--- src/rtl/pal_loader_pkg.sv ---
// ============================================================================
//  Module      : pal_loader_pkg
//  Description : Shared types and constants for the palette loader: state
//                enumeration, palette file geometry and BGR555 packing.
//  Revision    : 1.0 - initial release
// ============================================================================
`default_nettype none

package pal_loader_pkg;

    // Loader states, explicitly encoded
    typedef enum logic [1:0] {
        IDLE = 2'd0,
        RECV = 2'd1,
        DONE = 2'd2,
        ERR  = 2'd3
    } pal_state_t;

    // Palette file geometry: 64 entries of 3 bytes (R, G, B)
    localparam int PAL_BYTES   = 192;
    localparam int PAL_ENTRIES = 64;

    // Pack 5-bit channels into a BGR555 word: R in [4:0], G in [9:5], B in [14:10]
    function automatic logic [14:0] pack_bgr555(
        input logic [4:0] r,
        input logic [4:0] g,
        input logic [4:0] b
    );
        return {b, g, r};
    endfunction

endpackage

`default_nettype wire

--- src/rtl/pal_loader.sv ---
// ============================================================================
//  Module      : pal_loader
//  Description : Receives a palette file over the HPS ioctl download port and
//                turns each R,G,B byte triple into a BGR555 palette RAM write.
//                Bytes beyond the first 192 are address-checked but produce no
//                writes, so extended (emphasis) palette files are accepted.
//  Revision    : 1.0 - initial release
// ============================================================================
`default_nettype none

module pal_loader
    import pal_loader_pkg::*;
#(
    parameter logic [7:0] PAL_IDX = 8'd2,
    parameter int         ENTRIES = 64
) (
    input  logic        clk,
    input  logic        reset,
    input  logic        ioctl_download,
    input  logic [7:0]  ioctl_index,
    input  logic        ioctl_wr,
    input  logic [24:0] ioctl_addr,
    input  logic [7:0]  ioctl_dout,
    output logic        load_color,
    output logic [5:0]  load_color_index,
    output logic [14:0] load_color_data,
    output logic        pal_valid,
    output logic        pal_error,
    output logic        busy
);

    pal_state_t  r_state;
    pal_state_t  w_next;
    logic        r_active_d;
    logic [24:0] r_byte_cnt;
    logic [1:0]  r_phase;
    logic [6:0]  r_entry_cnt;
    logic [4:0]  r_red;
    logic [4:0]  r_green;

    logic        w_active;
    logic        w_start;
    logic        w_wr;
    logic        w_addr_ok;
    logic        w_store;
    logic        w_emit;
    logic        w_enter;
    logic [6:0]  w_entry_next;

    // Only the 5 MSBs of each colour byte reach the palette
    logic        w_unused_bits;
    assign w_unused_bits = &{1'b0, ioctl_dout[2:0]};

    // Download qualification and per-byte decode
    always_comb begin
        w_active     = ioctl_download && (ioctl_index == PAL_IDX);
        w_start      = w_active && !r_active_d;
        // A strobe coincident with the window closing is still taken in RECV
        w_wr         = ioctl_wr && (ioctl_index == PAL_IDX) && (r_state == RECV);
        w_addr_ok    = (ioctl_addr == r_byte_cnt);
        w_store      = w_wr && w_addr_ok && (r_byte_cnt < 25'(PAL_BYTES));
        w_emit       = w_store && (r_phase == 2'd2) && (r_entry_cnt < 7'(PAL_ENTRIES));
        w_entry_next = r_entry_cnt + {6'd0, w_emit};
    end

    // State register
    always_ff @(posedge clk) begin
        if (reset) begin
            r_state <= IDLE;
        end else begin
            r_state <= w_next;
        end
    end

    // Next-state logic; the completion check sees the coincident byte's entry
    always_comb begin
        w_next = r_state;
        case (r_state)
            IDLE: begin
                if (w_start) begin
                    w_next = RECV;
                end
            end
            RECV: begin
                if (w_wr && !w_addr_ok) begin
                    w_next = ERR;
                end else if (!w_active) begin
                    w_next = (w_entry_next == 7'(ENTRIES)) ? DONE : ERR;
                end
            end
            DONE, ERR: begin
                w_next = w_start ? RECV : IDLE;
            end
            default: begin
                w_next = IDLE;
            end
        endcase
        w_enter = (r_state != RECV) && (w_next == RECV);
    end

    // Byte counting, channel latching, palette write generation and flags
    always_ff @(posedge clk) begin
        if (reset) begin
            // Track the window level so a window still open after reset is not a new start
            r_active_d       <= w_active;
            r_byte_cnt       <= '0;
            r_phase          <= '0;
            r_entry_cnt      <= '0;
            r_red            <= '0;
            r_green          <= '0;
            load_color       <= 1'b0;
            load_color_index <= '0;
            load_color_data  <= '0;
            pal_valid        <= 1'b0;
            pal_error        <= 1'b0;
        end else begin
            r_active_d <= w_active;
            load_color <= 1'b0;
            if (w_enter) begin
                r_byte_cnt  <= '0;
                r_phase     <= '0;
                r_entry_cnt <= '0;
                pal_valid   <= 1'b0;
                pal_error   <= 1'b0;
            end else begin
                if (w_wr && w_addr_ok) begin
                    r_byte_cnt <= r_byte_cnt + 25'd1;
                    r_phase    <= (r_phase == 2'd2) ? 2'd0 : r_phase + 2'd1;
                end
                if (w_store) begin
                    case (r_phase)
                        2'd0:    r_red   <= ioctl_dout[7:3];
                        2'd1:    r_green <= ioctl_dout[7:3];
                        default: ;
                    endcase
                end
                if (w_emit) begin
                    load_color       <= 1'b1;
                    load_color_index <= r_entry_cnt[5:0];
                    load_color_data  <= pack_bgr555(r_red, r_green, ioctl_dout[7:3]);
                end
                r_entry_cnt <= w_entry_next;
                if ((r_state == RECV) && (w_next == DONE)) begin
                    pal_valid <= 1'b1;
                end
                if ((r_state == RECV) && (w_next == ERR)) begin
                    pal_error <= 1'b1;
                end
            end
        end
    end

    assign busy = (r_state == RECV);

endmodule

`default_nettype wire

--- config.mk ---
export PLATFORM = sky130hd
export DESIGN_NAME = pal_loader
export DESIGN_NICKNAME = d
export VERILOG_FILES = /design/src/rtl/pal_loader_pkg.sv /design/src/rtl/pal_loader.sv
export SDC_FILE = /design/constraint.sdc
export NUM_CORES = 1
export LEC_CHECK = 0
export ABC_AREA = 1
export BUFFER_PORTS_ARGS = -buffer_cell sky130_fd_sc_hd__buf_2
export CAP_MARGIN = 20
export CORE_MARGIN = 2
export CORE_UTILIZATION = 61
export CTS_CLUSTER_SIZE = 24
export DETAILED_ROUTE_END_ITERATION = 6
export PLACE_DENSITY_LB_ADDON = 0.2
export SETUP_SLACK_MARGIN = 0.15
export SLEW_MARGIN = 10
export SYNTH_ARGS = -nofsm -noshare
export SYNTH_HDL_FRONTEND = slang
export SYNTH_SLANG_ARGS = --single-unit
export TNS_END_PERCENT = 20
--- constraint.sdc ---
create_clock -name clk -period 10.3 [get_ports clk]
set_input_delay 3.09 -clock clk [delete_from_list [all_inputs] [get_ports clk]]
set_output_delay 3.09 -clock clk [all_outputs]
set_load 0.03 [all_outputs]
==> impl_metrics.csv <==
group,metric,value,unit
finish,fin_cells,808,
min_path,whs_path_depth,2,
logic_synthesis,syn_area_per_cell,6.04,sq um
placement,hpwl,6510,um
floorplanning,initial_core_util,0.633,
sta,tightestPinTransition,1.05,ns
finish,fin_nets,774,
min_path,hold_class,"reg -> reg",
critical_path,crit_arrival,6.42,ns
global_routing,grt_pass1_wl,15500,um
critical_path,cp.required,10.53,ns
drt,drcViolationCount,0,
logic_synthesis,synth-seq-cells,71,
power_and_ir_drop,p_per_area,120,mW/mm^2
global_routing,grt_max_degree,45,
cts,cts_setup_buffers,0,
drt,vias,4034,
sta,relSlewSlack,0.296,
critical_path,path_class,"in -> reg",
floorplanning,die_w,85.4,um
logic_synthesis,syn_area,0.00404,sq mm
logic_synthesis,synth_top_area_frac,0.352,
logic_synthesis,yosysSeqAreaShare,0.352,
critical_path,r2r_start,"r_byte_cnt[11]",
cts,cts_buffers,9,
critical_path,r2r_slack,6.45,ns
floorplanning,coreArea,0.00639,sq mm
drt,first_pass_iters,5,
sta,setup_viol,0,
global_routing,first_global_vias,3553,
sta,fin_crit,6.18,ns
placement,place_ws,3.80,ns
sta,maxSlewViolCount,0,
finish,syn2layout_area_growth,14.3,%
finish,drive_above_1_share,0.144,
cts,clock-sinks,71,
finish,final_cell_mix,"nand2_1, nor2_1, inv_1",
logic_synthesis,synth_cells,669,
cts,cts_resized,0,
cts,clkTransAtPathRegs,0.07,ns
finish,final_common_cell,"nand2_1",
sta,fin_ws,4.12,ns
global_routing,grt_antenna_before_repair,0,
sta,fin_worst_skew,0.0102,ns
job,max_cap_violations,0,
outcome,status,"finished clean",
min_path,hold_start,"pal_valid",
placement,portBuffers,66,
placement,gp_congestion,0.913,
power_and_ir_drop,ir_worst_vdd,0.0991,mV
critical_path,end_kind,"flip-flop",
cts,cts_tree,"built",
finish,fillCellCount,538,
cts,clockBufferDepth,2,
critical_path,reg2reg_depth,23,
placement,post-place-cells,792,
logic_synthesis,ys_warn_count,0,
floorplanning,rows,29,
logic_synthesis,synth_cell_types,25,
drt,dr.first_iter.drc_count,264,
power_and_ir_drop,p_leak,2.36,nW
drt,avgViaCountPerCell,4.99,
cts,clockRootBuffer,"clkbuf_8",
power_and_ir_drop,power.total,553,uW
critical_path,startpoint_type,"input port",
sta,finalSetupTns,0,ns
logic_synthesis,synth_area_leader_cell,"dfxtp_1",
global_routing,grt_overflow,0,
critical_path,rr_endpoint,"pal_error",
drt,wl_per_cell,11.5,um
finish,num_antenna_cells,0,
floorplanning,ios,70,
logic_synthesis,synth_area_leaders,"dfxtp_1, nand2_1, nor2_1",
critical_path,crit_fanout,44,
global_routing,grt_use_total,0.262,
floorplanning,fp.dieH,85.4,um
sta,final_hold_viol_count,0,
cts,htree_levels,3,
sta,fmax,0.162,GHz
floorplanning,dieArea,0.00729,sq mm
sta,finalHoldWorstSlack,0.456,ns
sta,post-route-period-util,0.600,
cts,cts_hold_buf,0,
drt,antenna_left,0,
min_path,hold_end,"pal_valid",
logic_synthesis,synth_nets,717,
drt,wl,9310,um
cts,insertion_delay,0.36,ns
sta,rsz0062_at_grt,"no",
## synth_stat cells
library cell	instances
nand3_1	43
nand4_1	13
nor2_1	122
nor2_2	1
clkbuf_1	11
inv_2	11
nor3b_1	1
inv_1	93
nand4_2	2
buf_2	11
nand2_1	211
dfxtp_1	71
nor2_8	1
nand2_2	2
nor4_2	1
o21ai_0	5
ha_1	3
o21ai_1	3
nor3_1	8
and2_1	1
xor2_1	18
nand4_4	1
xnor2_1	5
or2_2	2
a21oi_1	29
## kinds of logic after synthesis
group / share of synthesized area
adders and majority gates: 0.00929
xor gates and xnor gates: 0.0498
buffers and inverters: 0.120
DFF: 0.352
and+or+nand+nor: 0.423
AOI/OAI and AO/OA: 0.0458
## critical path, cell delays in order
cell and delay, ns:
buf_2 0.09, inv_1 0.03, nand2_1 0.05, nand2_1 0.05
nor2_1 0.14, nand2_1 0.07, nor2_1 0.25, nand2_2 0.15
nor2_8 0.38, nand4_4 0.57, inv_1 0.18, ha_1 0.21
ha_1 0.17, nand2_1 0.07, inv_1 0.16, nand2_1 0.08
nand2_1 0.07, nand2_1 0.08, nor2_1 0.12, nand2_1 0.06
nand2_1 0.09, o21ai_0 0.08, nor2_1 0.11, nor2_1 0.04
## registers in the layout, summed over array words and instances (netlist names)
| signal | flops |
|---|---|
| pal_error | 1 |
| load_color_data | 15 |
| r_green | 5 |
| r_state | 2 |
| load_color | 1 |
| r_phase | 2 |
| load_color_index | 6 |
| pal_valid | 1 |
| r_active_d | 1 |
| r_byte_cnt | 25 |
| r_entry_cnt | 7 |
| r_red | 5 |
## routing by layer
metal  routed length, um  global-route usage  up-vias
li1                    -                   -     2139
met1                4410               0.358     1736
met2                4130               0.422      149
met3                 654              0.0331       10
met4                 106               0.102        0
met5                   0                   0        -
## area by class of cell
| cell class | instances | area (sq um) | share of cell area |
|---|---|---|---|
| inverters | 104 | 390 | 0.0845 |
| multi-input cells | 472 | 2130 | 0.462 |
| clock buffers | 10 | 138 | 0.0298 |
| well taps | 77 | 96.3 | 0.0209 |
| flip-flops and latches | 71 | 1420 | 0.308 |
| clock inverters | 6 | 93.8 | 0.0203 |
| repair buffers | 68 | 345 | 0.0748 |
## power breakdown
group | total, mW | internal, mW | leakage (nW) | switching [mW]
clock network | 0.256 | 0.144 | 0.113 | 0.112
registers | 0.274 | 0.274 | 0.571 | 0.0000106
logic | 0.0232 | 0.00987 | 1.68 | 0.0134
total | 0.553 | 0.428 | 2.36 | 0.125
## metrics by stage
step	utilization	area (sq um)
floorplan	-	4040
global placement	0.687	4390
detailed placement	0.687	4390
CTS	0.723	4620
global route	0.723	4620
finish	0.723	4620
## how the worst max path moves through the flow
stage / from / endpoint / slack (ns) / cells after the start
final: ioctl_addr[11] / pal_error / 4.12 / 24
after global routing: ioctl_addr[11] / pal_error / 3.62 / 24
after CTS: ioctl_addr[11] / pal_error / 4.15 / 24
after detailed placement: ioctl_addr[11] / pal_error / 3.80 / 24
after global placement: ioctl_addr[11] / pal_error / 3.81 / 24
after floorplan: ioctl_index[2] / pal_error / 4.90 / 21
No activity file was read; power rests on OpenSTA's default activity.
